--- src/rtl/program_loader_pkg.sv ---
// Shared constants and state encoding for the boot-time program loader.
// Imported by the stream interface, word assembler and loader top.
package program_loader_pkg;

  localparam int BYTE_W          = 8;
  localparam int INSTR_WIDTH_DEF = 16;
  localparam int BYTES_PER_INSTR = INSTR_WIDTH_DEF / BYTE_W;

  typedef enum logic [2:0] {
    LDR_LEN,
    LDR_DATA,
    LDR_WRITE,
    LDR_CSUM,
    LDR_RUN,
    LDR_ERROR
  } ldr_state_e;

  function automatic int bytes_per_instr(int w);
    return w / BYTE_W;
  endfunction

endpackage

--- src/rtl/program_loader_if.sv ---
// Byte stream valid/ready link from the host receiver into the loader.
// The master side drives data and valid; the loader is the slave.
interface program_loader_if;
  import program_loader_pkg::*;

  logic [BYTE_W-1:0] in_data;
  logic              in_valid;
  logic              in_ready;

  modport master (
    output in_data,
    output in_valid,
    input  in_ready
  );

  modport slave (
    input  in_data,
    input  in_valid,
    output in_ready
  );

endinterface

--- src/rtl/program_loader_assembler.sv ---
// Shifts stream bytes into instruction words, MSB first, and keeps
// the running 8-bit frame checksum (length byte included).
module loader_word_assembler
  import program_loader_pkg::*;
#(
  parameter int INSTR_WIDTH = INSTR_WIDTH_DEF
) (
  input  logic                   clk,
  input  logic                   reset,
  input  logic                   len_en_i,
  input  logic                   data_en_i,
  input  logic [BYTE_W-1:0]      byte_i,
  output logic [INSTR_WIDTH-1:0] shreg_o,
  output logic [BYTE_W-1:0]      sum_o,
  output logic                   word_complete_o
);

  localparam int BPI = bytes_per_instr(INSTR_WIDTH);
  localparam int CW  = (BPI > 1) ? $clog2(BPI) : 1;

  logic [INSTR_WIDTH-1:0] shreg_q;
  logic [BYTE_W-1:0]      sum_q;
  logic [CW-1:0]          cnt_q;

  assign word_complete_o = data_en_i && (cnt_q == CW'(BPI - 1));
  assign shreg_o         = shreg_q;
  assign sum_o           = sum_q;

  always_ff @(posedge clk or negedge reset) begin
    if (!reset) begin
      shreg_q <= '0;
      sum_q   <= '0;
      cnt_q   <= '0;
    end else if (len_en_i) begin
      // the length byte seeds the checksum
      sum_q <= byte_i;
      cnt_q <= '0;
    end else if (data_en_i) begin
      shreg_q <= INSTR_WIDTH'({shreg_q, byte_i});
      sum_q   <= sum_q + byte_i;
      cnt_q   <= word_complete_o ? '0 : cnt_q + 1'b1;
    end
  end

endmodule

--- src/rtl/program_loader.sv ---
// Boot loader: receives a length/words/checksum frame, writes program
// memory from address 0 and enables the core once the frame verifies.
module program_loader
  import program_loader_pkg::*;
#(
  parameter int INSTR_WIDTH = 16,
  parameter int ADDR_WIDTH  = 8
) (
  input  logic                   clk,
  input  logic                   reset,
  program_loader_if.slave        in_if,
  input  logic                   load_req,
  output logic                   prog_wr_en,
  output logic [ADDR_WIDTH-1:0]  prog_wr_addr,
  output logic [INSTR_WIDTH-1:0] prog_wr_data,
  output logic                   core_enable,
  output logic                   load_done,
  output logic                   load_error
);

  ldr_state_e            state_q, state_d;
  logic [ADDR_WIDTH-1:0] addr_q, addr_d;
  logic [BYTE_W-1:0]     remaining_q, remaining_d;

  logic                   accept;
  logic                   len_en;
  logic                   data_en;
  logic                   word_complete;
  logic [INSTR_WIDTH-1:0] shreg;
  logic [BYTE_W-1:0]      sum;

  assign in_if.in_ready = (state_q == LDR_LEN)
                       || (state_q == LDR_DATA)
                       || (state_q == LDR_CSUM);
  assign accept  = in_if.in_valid && in_if.in_ready;
  assign len_en  = accept && (state_q == LDR_LEN);
  assign data_en = accept && (state_q == LDR_DATA);

  assign prog_wr_en   = (state_q == LDR_WRITE);
  assign prog_wr_addr = addr_q;
  assign prog_wr_data = shreg;
  assign core_enable  = (state_q == LDR_RUN);
  assign load_done    = (state_q == LDR_RUN);
  assign load_error   = (state_q == LDR_ERROR);

  loader_word_assembler #(
    .INSTR_WIDTH (INSTR_WIDTH)
  ) u_asm (
    .clk             (clk),
    .reset           (reset),
    .len_en_i        (len_en),
    .data_en_i       (data_en),
    .byte_i          (in_if.in_data),
    .shreg_o         (shreg),
    .sum_o           (sum),
    .word_complete_o (word_complete)
  );

  always_ff @(posedge clk or negedge reset) begin
    if (!reset) begin
      state_q     <= LDR_LEN;
      addr_q      <= '0;
      remaining_q <= '0;
    end else begin
      state_q     <= state_d;
      addr_q      <= addr_d;
      remaining_q <= remaining_d;
    end
  end

  always_comb begin
    state_d     = state_q;
    addr_d      = addr_q;
    remaining_d = remaining_q;
    unique case (state_q)
      LDR_LEN: begin
        if (accept) begin
          remaining_d = in_if.in_data;
          addr_d      = '0;
          state_d     = (in_if.in_data == '0) ? LDR_CSUM : LDR_DATA;
        end
      end
      LDR_DATA: begin
        if (word_complete) state_d = LDR_WRITE;
      end
      LDR_WRITE: begin
        addr_d      = addr_q + ADDR_WIDTH'(1);
        remaining_d = remaining_q - 8'd1;
        state_d     = (remaining_q == 8'd1) ? LDR_CSUM : LDR_DATA;
      end
      LDR_CSUM: begin
        if (accept) state_d = (in_if.in_data == sum) ? LDR_RUN : LDR_ERROR;
      end
      LDR_RUN,
      LDR_ERROR: begin
        if (load_req) state_d = LDR_LEN;
      end
      default: state_d = LDR_LEN;
    endcase
  end

endmodule

--- src/flat_wrapper.sv ---
// flat-port wrapper written by rule: the top's interface ports become plain ports
module program_loader_flat import program_loader_pkg::*;
#(
  parameter int INSTR_WIDTH = 16,
  parameter int ADDR_WIDTH  = 8
)
  (clk, reset, load_req, prog_wr_en, prog_wr_addr, prog_wr_data, core_enable, load_done, load_error, in_if_in_data, in_if_in_valid, in_if_in_ready);
  program_loader_if in_if_i ();
  input  logic clk;
  input  logic reset;
  input  logic load_req;
  output logic prog_wr_en;
  output logic [ADDR_WIDTH-1:0] prog_wr_addr;
  output logic [INSTR_WIDTH-1:0] prog_wr_data;
  output logic core_enable;
  output logic load_done;
  output logic load_error;
  input wire logic [$bits(in_if_i.in_data)-1:0] in_if_in_data;
  input wire logic [$bits(in_if_i.in_valid)-1:0] in_if_in_valid;
  output wire logic [$bits(in_if_i.in_ready)-1:0] in_if_in_ready;
  assign in_if_i.in_data = in_if_in_data;
  assign in_if_i.in_valid = in_if_in_valid;
  assign in_if_in_ready = in_if_i.in_ready;
  program_loader #(.INSTR_WIDTH(INSTR_WIDTH), .ADDR_WIDTH(ADDR_WIDTH)) u_core (.clk(clk), .reset(reset), .in_if(in_if_i), .load_req(load_req), .prog_wr_en(prog_wr_en), .prog_wr_addr(prog_wr_addr), .prog_wr_data(prog_wr_data), .core_enable(core_enable), .load_done(load_done), .load_error(load_error));
endmodule
--- config.mk ---
export PLATFORM = sky130hd
export DESIGN_NAME = program_loader_flat
export DESIGN_NICKNAME = d
export VERILOG_FILES = /design/src/rtl/program_loader_pkg.sv /design/src/rtl/program_loader_if.sv /design/src/rtl/program_loader_assembler.sv /design/src/rtl/program_loader.sv /design/src/flat_wrapper.sv
export SDC_FILE = /design/constraint.sdc
export NUM_CORES = 1
export LEC_CHECK = 0
export CAP_MARGIN = 20
export CORE_MARGIN = 8
export CORE_UTILIZATION = 45
export CTS_CLUSTER_DIAMETER = 50
export DETAILED_ROUTE_END_ITERATION = 16
export DONT_BUFFER_PORTS = 1
export PLACE_DENSITY = 0.72
export SYNTH_ARGS = -nofsm -noshare
export SYNTH_HDL_FRONTEND = slang
export SYNTH_SLANG_ARGS = --single-unit
--- constraint.sdc ---
create_clock -name clk -period 1.9 [get_ports clk]
set_input_delay 0.38 -clock clk [delete_from_list [all_inputs] [get_ports clk]]
set_output_delay 0.38 -clock clk [all_outputs]
set_load 0.02 [all_outputs]
# [Yosys cells after proc, flatten, opt, wreduce, memory -nomap -nowiden]
# Index checks and enable logic that the tools add are counted.
[word_totals] reg_bits=44 in_bits=12 wordCells=53
[op_classes] n_addsub=4 n_eq_ne=11 mux=17 bitwise=1 reduce_logical=14
[op_table] cell="8-bit 2-to-1 mux" count=4
[op_table] cell="8-bit case mux with 2 select lines" count=2
[op_table] cell="3-bit case mux with 5 select lines" count=1
[op_table] cell="3-bit 2-to-1 mux" count=4
[op_table] cell="8-bit by 1-bit adder with 8-bit output, second input constant" count=1
[op_table] cell="8-bit adder" count=1
[op_table] cell="8-bit by 1-bit equality test with 1-bit output, second input constant" count=1
[op_table] cell="8-bit equality test" count=1
[op_table] cell="8-bit zero test" count=1
[op_table] cell="8-bit by 1-bit subtractor with 8-bit output, second input constant" count=1
[op_table] cell="3-bit by 2-bit equality test with 1-bit output, second input constant" count=2
[op_table] cell="3-bit equality test, second input constant" count=2
[op_table] cell="1-bit logical AND" count=4
[op_table] cell="1-bit 2-to-1 mux" count=4
[op_table] cell="2-bit 2-to-1 mux" count=2
[op_table] cell="2-bit by 1-bit != test with 1-bit output, second input constant" count=2
[op_table] cell="2-bit != test, second input constant" count=2
[op_table] cell="2-bit AND reduction" count=2
[op_table] cell="4-bit AND reduction" count=1
[op_table] cell="2-bit nonzero test" count=2
[op_table] cell="3-bit by 1-bit equality test with 1-bit output, second input constant" count=1
[op_table] cell="3-bit zero test" count=1
[op_table] cell="1-bit logical OR" count=2
[op_table] cell="2-bit OR reduction" count=1
[op_table] cell="2 further kinds" count=2

# [Depth between registers and ports, before layout]
# Gate-level depths: netlist of run 1.
[logic_depth] word_depth=9 mapped_depth=8 depth_no_buf=8

# [By module]
# A second synthesis of run 1 with hierarchy kept.
[unflattened] cells_unflattened=252 hier_area_um2=2508.7
[by_module_without_submodules] mod="loader_word_assembler" instances=1 cells_per_inst=123 area_per_inst_um2=1343.8 seq_area_each_um2=625.6
[by_module_without_submodules] mod="program_loader" instances=1 cells_per_inst=129 area_per_inst_um2=1164.9 seq_area_each_um2=475.5

# [Least setup slack after synthesis of run 1]
# Ideal clock, no wire load.
[synth_path] path_kind="register to output" start="reg u_core.state_q[0]" end="out load_done" arrival_time_ns=1.584 t_required_ns=1.520 path_slack_ns=-0.064 path_stages_with_launch=5 path_buffers=3 cell_sequence="dfrtp_1 > buf_2 > buf_1 > nor3b_1 > buf_4"
[synth_between] elab_chain_cells=1
[synth_rtl] item="from (decl)" line_no="program_loader.sv:21" rtl="ldr_state_e state_q, state_d;"
[synth_rtl] item="from (signal assigned)" line_no="program_loader.sv:65" rtl="state_q <= state_d;"
[synth_rtl] item="3-bit equality test"
[synth_rtl] item="to (decl)" line_no="flat_wrapper.sv:16" rtl="output logic load_done;"
# Every way passes these cells.

# [Worst setup path in the final report of run 1]
[layout_path] start="reg u_core.u_asm.sum_q[0] (netlist: u_core.u_asm.sum_o[0])" end="reg u_core.u_asm.sum_q[6] (netlist: u_core.u_asm.sum_o[6])"
[layout_between] elab_chain_cells=3
[layout_rtl] item="from (decl)" line_no="program_loader_assembler.sv:22" rtl="logic [BYTE_W-1:0] sum_q;"
[layout_rtl] item="from (signal assigned)" line_no="program_loader_assembler.sv:36" rtl="sum_q <= byte_i;"
[layout_rtl] item="from (signal assigned)" line_no="program_loader_assembler.sv:40" rtl="sum_q <= sum_q + byte_i;"
[layout_rtl] item="8-bit adder" line_no="program_loader_assembler.sv:40"
[layout_rtl] item="8-bit 2-to-1 mux" line_no="program_loader_assembler.sv:38" rtl="end else if (data_en_i) begin"
[layout_rtl] item="8-bit 2-to-1 mux" line_no="program_loader_assembler.sv:34" rtl="end else if (len_en_i) begin"
# Every way passes these cells. The select of a mux whose other input is x is not followed.
# A chain may end at the register's enable or synchronous reset.

==> results.ini, run 1 <==
[placed_design]
place_area_um2 = 2630
place_congestion = 0.806
dp_hpwl_mm = 4.14
port_buffers = 0

[critical_path]
critPathCaptureType = flip-flop
critPathKind = flip-flop to flip-flop
r2r_cells = 8
arrival_ps = 2060
cp_max_fo = 2
required_ps = 2090
worst-r2r-setup-slack_ps = 30
critPathLaunchType = flip-flop

[synthesis]
synth_area_per_cell_um2 = 8.73
seq_area_frac_synth_pct = 45.2
ys_ff_latch = 44
ys_warn_count = 0
syn-num-nets = 302
syn_area_um2 = 2430
synth_ff_type = dfrtp_1
async_reset_ff_share_pct = 100
synth_edf_count = 0
synth_cell_types = 55
syn-instance-count = 279

[sta]
tightest_slew_ps = 586
finalHoldViolCount = 0
drv_slew = 0
timing.final.crit_share_pct = 98.6
fin_tns_setup_ps = 0
finalCriticalPeriod_ps = 1870
clock_skew_ps = 7.99
max_freq_ghz = 0.534
finalSetupViolations = 0
rsz0062_at_grt = true
relSlewSlack_pct = 60.8

[die]
start_util_pct = 47.1
die_w_um = 89.6
fp-row-count = 26
core-area_um2 = 5170
die_h_um = 89.6
die_area_um2 = 8020
ioPinCount = 41

[grt]
grt_pass1_vias = 2005
overflow = 0
grt_usage_pct = 15.7
grt_pass1_wl_mm = 9.85
grt_max_degree = 45
antenna_found_initial = 0

[clock_tree]
cts_root_buf = clkbuf_8
cts_tree = yes
clock_sinks = 44
numCtsBuffers = 5
htreeDepth = 2
path_clk_slew_ps = 90
clockBufferDepth = 2
clk_latency_ps = 300

[cells_and_area]
drive_above_1_share_pct = 16.7
fin_nets = 322
antenna_cells = 0
n_fill_cell = 458
stdcell_area_um2 = 2840
synthToLayoutAreaGrowth_pct = 16.5

[power_and_ir_drop]
p_comb_share_pct = 44.2
intPower_mw = 2.60
vdd_drop_max_mv = 0.557
total_leakage_power_nw = 1.30
cellPowerDensity_nw_per_um2 = 1620
swShare_pct = 43.3
power.share.clock_pct = 15.5
finalPower_mw = 4.59
p_sw_mw = 1.99
p_seq_share_pct = 40.4

[min_path]
whs_path_depth = 2
hold_path.class = primary input to flip-flop

[run]
max_cap_viol_count = 0

[route]
wl_per_cell_um = 16.2
drt_iter0_drc = 182
final_antenna_net_count = 0
route.detailed.drc = 0
vias_per_cell = 5.79
drtPass1Iterations = 4
via_count = 2142
routed_wl_mm = 6.00

[status]
status = completed

-- routing by layer --
layer / routed length [um] / vias to the layer above / GRT usage, % / share of wire [%]
li1: - / 1030 / - / -
met1: 2700 / 1034 / 21.4 / 45
met2: 2720 / 72 / 23.2 / 45
met3: 512 / 6 / 4.14 / 8.5
met4: 63 / 0 / 5.44 / 1.1
met5: 0 / - / 0 / 0
-- state kept, by name, indices dropped and copies added, names as in the netlist --
name	cells
u_core.u_asm.sum_o	8
u_core.u_asm.shreg_o	16
u_core.state_q	3
u_core.u_asm.cnt_q	1
u_core.prog_wr_addr	8
u_core.remaining_q	8
-- final timing paths --
path                                  startpoint                 endpoint
hold reg to reg            u_core.u_asm.sum_o[0]    u_core.u_asm.sum_o[0]
setup reg to reg           u_core.u_asm.sum_o[0]    u_core.u_asm.sum_o[6]
max in group asynchronous                  reset        u_core.state_q[2]
setup / recovery           u_core.u_asm.sum_o[0]    u_core.u_asm.sum_o[6]
hold / removal                  in_if_in_data[4]  u_core.u_asm.shreg_o[4]
min in group asynchronous                  reset   u_core.prog_wr_addr[5]
-- final cells by class --
cell class	instances	area, um2	area share, %
multi-input combinational	215	1290	45.5
sequential	44	1100	38.9
timing repair buffer	25	214	7.54
tap	70	87.6	3.09
clock buffer	6	72.6	2.56
clock inverter	2	35.0	1.24
inverter	8	35.0	1.24
-- through the flow --
| stage | hold slack, ps | setup slack [ps] | utilization [%] | std cells |
|---|---|---|---|---|
| floorplan | 84.4 | 81.7 | - | 279 |
| global placement | 86.1 | 44.3 | 50.8 | 357 |
| detailed placement | 86.2 | 0.486 | 50.8 | 357 |
| CTS | 175 | 25.5 | 53.8 | 368 |
| global route | 184 | -88.7 | 54.8 | 370 |
| finish | 183 | 27.1 | 54.8 | 370 |
-- cell usage after synthesis (3+ instances only) --
master / n / share of area [%]
nor2_1: 19 / 2.9
nand3_1: 8 / 1.6
nand2_1: 71 / 11
o21ai_0: 22 / 4.5
a21oi_1: 17 / 3.5
clkbuf_1: 8 / 1.2
o211ai_1: 4 / 1.2
ha_1: 10 / 5.1
nor4_1: 4 / 1.0
inv_1: 7 / 1.1
dfrtp_1: 44 / 45
mux2i_1: 3 / 1.2
nor3_1: 6 / 1.2
a311oi_1: 3 / 1.1
-- power by group through the flow --
stage | registers, mW | clock network [mW] | logic [mW]
floorplan | 1.75 | 0 | 1.40
global placement | 1.85 | 0 | 1.80
detailed placement | 1.86 | 0 | 1.85
CTS | 1.84 | 0.730 | 1.91
global route | 1.91 | 0.767 | 2.28
finish | 1.85 | 0.709 | 2.03
-- cells in the final DEF (no fill, tap or decap), types with 3 or more instances in the layout --
cell / n
nand2_1: 71
dfrtp_1: 43
o21ai_0: 22
buf_4: 22
nor2_1: 19
a21oi_1: 17
nand3_1: 8
ha_1: 7
nor3_1: 6
inv_1: 5
clkbuf_8: 5
o211ai_1: 4
mux2i_1: 3
a311oi_1: 3
nor4_1: 3
-- timing repair --
| action | 4_1_cts | 5_1_grt |
|---|---|---|
| pin swaps | 0 | 8 |
| setup buffers | 1 | 2 |
| resized for setup | 1 | 10 |
| hold buffers | 2 | 0 |
| hold endpoints to repair | 44 | 0 |
| setup endpoints to repair | 2 | 6 |
-- worst max-delay path, cell delays in order, from the launching register on --
cell and delay [ps]:
dfrtp_1 390, ha_2 200, inv_2 60, fa_2 200, nor2b_2 50, o31a_1 300
o31ai_2 240, mux2i_1 110, a211o_1 230
-- logic make-up after synthesis --
| kind of cell | Yosys count | synth area share (%) |
|---|---|---|
| AND/OR/NAND/NOR | 131 | 25.6 |
| AO/OA/AOI/OAI | 68 | 17.8 |
| flip-flops | 44 | 45.2 |
| buffers and inverters | 20 | 3.39 |
| adder cells (fa/ha/maj) | 11 | 5.96 |
| multiplexers | 3 | 1.23 |
| XOR/XNOR | 2 | 0.720 |
Power figures use the tool's default switching activity.
==> inputs of run 2 (changes only) <==
--- a/config.mk
+++ b/config.mk
@@ -11,7 +11,8 @@
 export CTS_CLUSTER_DIAMETER = 50
 export DETAILED_ROUTE_END_ITERATION = 16
 export DONT_BUFFER_PORTS = 1
-export PLACE_DENSITY = 0.72
+export PLACE_DENSITY = 0.7
+export SLEW_MARGIN = 20
 export SYNTH_ARGS = -nofsm -noshare
 export SYNTH_HDL_FRONTEND = slang
 export SYNTH_SLANG_ARGS = --single-unit
==> constraint.sdc (replaced) <==
create_clock -name clk -period 2.1 [get_ports clk]
set_input_delay 0.42 -clock clk [delete_from_list [all_inputs] [get_ports clk]]
set_output_delay 0.42 -clock clk [all_outputs]
set_load 0.02 [all_outputs]
==> results.ini, run 2 (same netlist as run 1, synthesis figures left out) <==
[placed_design]
place_congestion = 0.856  ; +6.3%
port_buffers = 0  ; unchanged
dp_hpwl_mm = 4.24  ; +2.6%
post-place-ws_ps = 125  ; +124 ps

[sta]
relSlewSlack_pct = 56.3  ; -4.5 points
rsz0062_at_grt = false
timing.final.crit_share_pct = 96.3
max_freq_ghz = 0.495
fin_tns_setup_ps = 0  ; unchanged
tightest_slew_ps = 654  ; +67.8 ps
worst_slack_ps = 78.3  ; +51.2 ps
finalSetupViolations = 0  ; unchanged
finalCriticalPeriod_ps = 2020
drv_slew = 0  ; unchanged
clock_skew_ps = 6.06  ; -1.93 ps
finalHoldViolCount = 0  ; unchanged

[cells_and_area]
antenna_cells = 0  ; unchanged
synthToLayoutAreaGrowth_pct = 12.5
n_fill_cell = 484  ; +5.7%
fin_nets = 313  ; -2.8%
final-seq-area_um2 = 1100  ; -0.11%
multi_input_comb_area_um2 = 1250  ; -3.0%
layout_commonest_cell = nand2_1
drive_above_1_share_pct = 10.7  ; -6.0 points
largest_reg_flops = 16  ; unchanged
final_cell_mix = nand2_1, dfrtp_1, o21ai_0

[route]
final_antenna_net_count = 0  ; unchanged
drtPass1Iterations = 4  ; unchanged
vias_per_cell = 5.71  ; -1.3%
drt_iter0_drc = 123  ; -32%
via_count = 2063  ; -3.7%
routed_wl_mm = 5.91  ; -1.5%
wl_per_cell_um = 16.4  ; +0.94%
route.detailed.drc = 0  ; unchanged

[die]
die_h_um = 89.6  ; unchanged
core-area_um2 = 5170  ; unchanged
ioPinCount = 41  ; unchanged
fp-row-count = 26  ; unchanged
die_w_um = 89.6  ; unchanged
die_area_um2 = 8020  ; unchanged
start_util_pct = 47.1  ; unchanged

[critical_path]
cp_max_fo = 17  ; +15
slowest_stage = dfrtp_1
required_ps = 1680  ; -410 ps
crit_family = buffers and inverters
critPathCaptureType = output port
cp.buffers_inverters = 3  ; +2
arrival_ps = 1600  ; -460 ps
path_common_cell = buf_4
cp_cell_sequence = buf_4 -> inv_1 -> nor3b_1 -> buf_4
critPathKind = flip-flop to output port
max_stage_delay_ps = 380  ; about the same
critPathLaunchType = flip-flop

[clock_tree]
numCtsBuffers = 5  ; unchanged
htreeDepth = 2  ; unchanged
cts_resized = 0  ; -1
clk_latency_ps = 300  ; about the same
path_clk_slew_ps = 80  ; about the same
cts_setup_buffers = 0  ; -1
cts_tree = yes
ctsHoldBuffers = 2  ; unchanged
clockBufferDepth = 2  ; unchanged
cts_root_buf = clkbuf_8
clock_sinks = 44  ; unchanged

[power_and_ir_drop]
vdd_drop_max_mv = 0.482  ; -13%
total_leakage_power_nw = 1.27  ; -2.4%
cellPowerDensity_nw_per_um2 = 1480  ; -8.5%

[grt]
grt_pass1_vias = 2026  ; +1.0%
grt_max_degree = 45  ; unchanged
antenna_found_initial = 0  ; unchanged
grt_usage_pct = 16.0  ; +0.26 points
grt_pass1_wl_mm = 9.92  ; +0.70%
overflow = 0  ; unchanged

[min_path]
hold_path.class = primary input to flip-flop

[status]
status = completed

[run]
max_cap_viol_count = 0  ; unchanged

## run 2: cell types whose count changed in the layout (fill, tap and decap cells not counted), moves of 2 or more
cell | before | now
buf_4 | 22 | 14
ha_1 | 7 | 10
clkbuf_8 | 5 | 7
ha_2 | 2 | 0
inv_1 | 5 | 7
## run 2: stage by stage
step | util (%) | instance area, um2 | hold WS (ps) | instances | power [mW]
2_1_floorplan | - | 2430 | 124 | 279 | 2.85
3_3_place_gp | 49.8 | 2580 | 126 | 351 | 3.26
3_5_place_dp | 49.8 | 2580 | 126 | 351 | 3.31
4_1_cts | 53.0 | 2740 | 212 | 361 | 4.07
5_1_grt | 53.0 | 2740 | 206 | 361 | 4.37
6_report | 53.0 | 2740 | 214 | 361 | 4.05
## run 2: area by class of cell
| cell class | instances | share of cell area (%) |
|---|---|---|
| multi-input cells | 215 | 45.7 |
| inverters | 8 | 1.14 |
| clock inverters | 1 | 1.10 |
| flip-flops and latches | 44 | 40.2 |
| repair buffers | 16 | 5.21 |
| clock buffers | 7 | 3.52 |
| well taps | 70 | 3.20 |
## run 2: routing by layer
layer  up-vias  track usage (%)  wire length (um)
met3         6             4.96               568
met4         0             5.14                70
met2        62             24.5              2650
met1       985             20.7              2620
li1       1010                -                 -
met5         -                0                 0
## run 2: path summary, 6_finish.rpt
path	startpoint	to	slack (ps)	cells past startpoint
min reg2reg	u_core.u_asm.sum_o[4]	u_core.u_asm.sum_o[4]	500	2
max reg2reg	u_core.u_asm.sum_o[0]	u_core.u_asm.sum_o[6]	190	8
min	in_if_in_data[7]	u_core.u_asm.sum_o[7]	210	1
min in group asynchronous	reset	u_core.prog_wr_addr[5]	610	2
max in group asynchronous	reset	u_core.remaining_q[1]	1290	2
max	u_core.state_q[0]	load_error	80	4
## run 2: report_power, final
part | switching [mW] | total (mW) | internal (mW)
Clock | 0.299 | 0.718 | 0.420
Combinational | 0.969 | 1.66 | 0.695
Sequential | 0.490 | 1.67 | 1.18
==> edit, RTL diff (flow settings as in run 1) <==
Take the reset off `addr_q` and load it in a clocked block of its own.
--- a/src/rtl/program_loader.sv
+++ b/src/rtl/program_loader.sv
@@ -59,13 +59,15 @@
   always_ff @(posedge clk or negedge reset) begin
     if (!reset) begin
       state_q     <= LDR_LEN;
-      addr_q      <= '0;
       remaining_q <= '0;
     end else begin
       state_q     <= state_d;
-      addr_q      <= addr_d;
       remaining_q <= remaining_d;
     end
+  end
+
+  always_ff @(posedge clk) begin
+    addr_q <= addr_d;
   end
 
   always_comb begin
Function: differs if reset is asserted again (counterexample within 10 cycles, from zero or initial values and one cycle with reset low); with reset held inactive, the same outputs for 10 cycles.
==> edit against run 1 <==
Sequential cell count is the same. Synthesized area is 2.4% higher. Core utilization is 2.7 points lower. Design area did not move. Power rose by 4.9%. Worst setup slack improved by 0.037 ns. First-iteration DRC count down 49%. Synthesized cell count is 1.8% lower. Routed wire length grew 0.18%. Critical path type unchanged.
==> edit: results (changes against run 1) <==
stage	metric	value	unit	change
pwr	p_seq	0.00206	W	+11%
worst_setup_path	critPathMaxStageDelay	0.41	ns	+0.02 ns
logic_synthesis	synth_fa_ha_area_frac	0.0582		-0.00138
outcome	outcome	finished clean		
cells_and_area	seq_cell_count	44		unchanged
logic_synthesis	synth-edff-count	8		+8
sta	finalClockSkew	0.00642	ns	-0.00156 ns
grt	grt_max_degree	37		-18%
pwr	peakVddDrop	0.000844	V	+51%
place	placed_cells	350		-2.0%
route	via_per_inst	5.66		-2.1%
pwr	swShare	0.444		+0.0107
cells_and_area	clock_buffers	7		+1
logic_synthesis	synth.distinct_cells	54		-1.8%
pwr	power.leakage	1.24	nW	-4.8%
hold_path	min_delay_worst_endpoint	u_core.u_asm.shreg_o[5]		
cells_and_area	drive_above_1_share	0.173		+0.00634
grt	grt_pass1_vias	2013		+0.40%
logic_synthesis	synth_nets	297		-1.7%
hold_path	hp-start	in_if_in_data[5]		
worst_setup_path	r2r_setup_slack	0.06	ns	+0.04 ns
place	post_dp_cell_area	0.00264	mm²	+0.48%
worst_setup_path	crit_path_start	u_core.u_asm.sum_o[1]		
place	place.gp.congestion	0.856		+6.3%
worst_setup_path	reg2reg_to	u_core.u_asm.sum_o[7]		
pwr	power.switching	0.00214	W	+7.5%
logic_synthesis	seq_area_frac_synth	0.458		+0.00562
route	drtIter0Drc	93		-49%
cells_and_area	fillerInstances	500		+9.2%
cells_and_area	clk_share	0.0340		-0.00397
cells_and_area	multi_input_area_share	0.453		-0.00221
place	dp_worst_setup_slack	-0.00430	ns	-0.00479 ns
cells_and_area	layout.cells.non_filler	361		-2.4%
logic_synthesis	async_reset_ff_frac	0.818		-0.182
[edit: what timing repair did]
| action | in CTS | in global routing |
|---|---|---|
| endpoints found under the hold margin | 36 | 0 |
| endpoints found under the setup margin | 0 | 3 |
| buffers inserted | 0 | 2 |
| hold buffers | 2 | 0 |
| gates resized for setup | 0 | 12 |
[edit: cell families (layout without fill, tap and decap cells)]
kind of cell    count (synthesis)  after routing
compound gates                 56             56
xor+xnor                        8              8
mux                             2              2
simple gates                  130            130
fa+ha+maj                      11             11
buf+inv                        23             38
flops                          44             44
[edit: worst register-to-register path, stage by stage (launching register included)]
cell and delay [ns]:
dfrtp_1 0.41, ha_1 0.32, a21oi_2 0.19, o21bai_1 0.10, o31a_1 0.31, mux2i_1 0.12, o31a_1 0.25, o211ai_2 0.07
[edit: layer usage]
layer / part of all wire / GRT usage / vias to the layer above
met5: 0 / 0 / -
met4: 0.010 / 0.0402 / 0
met3: 0.071 / 0.0507 / 5
met2: 0.49 / 0.250 / 63
met1: 0.43 / 0.172 / 999
li1: - / - / 978
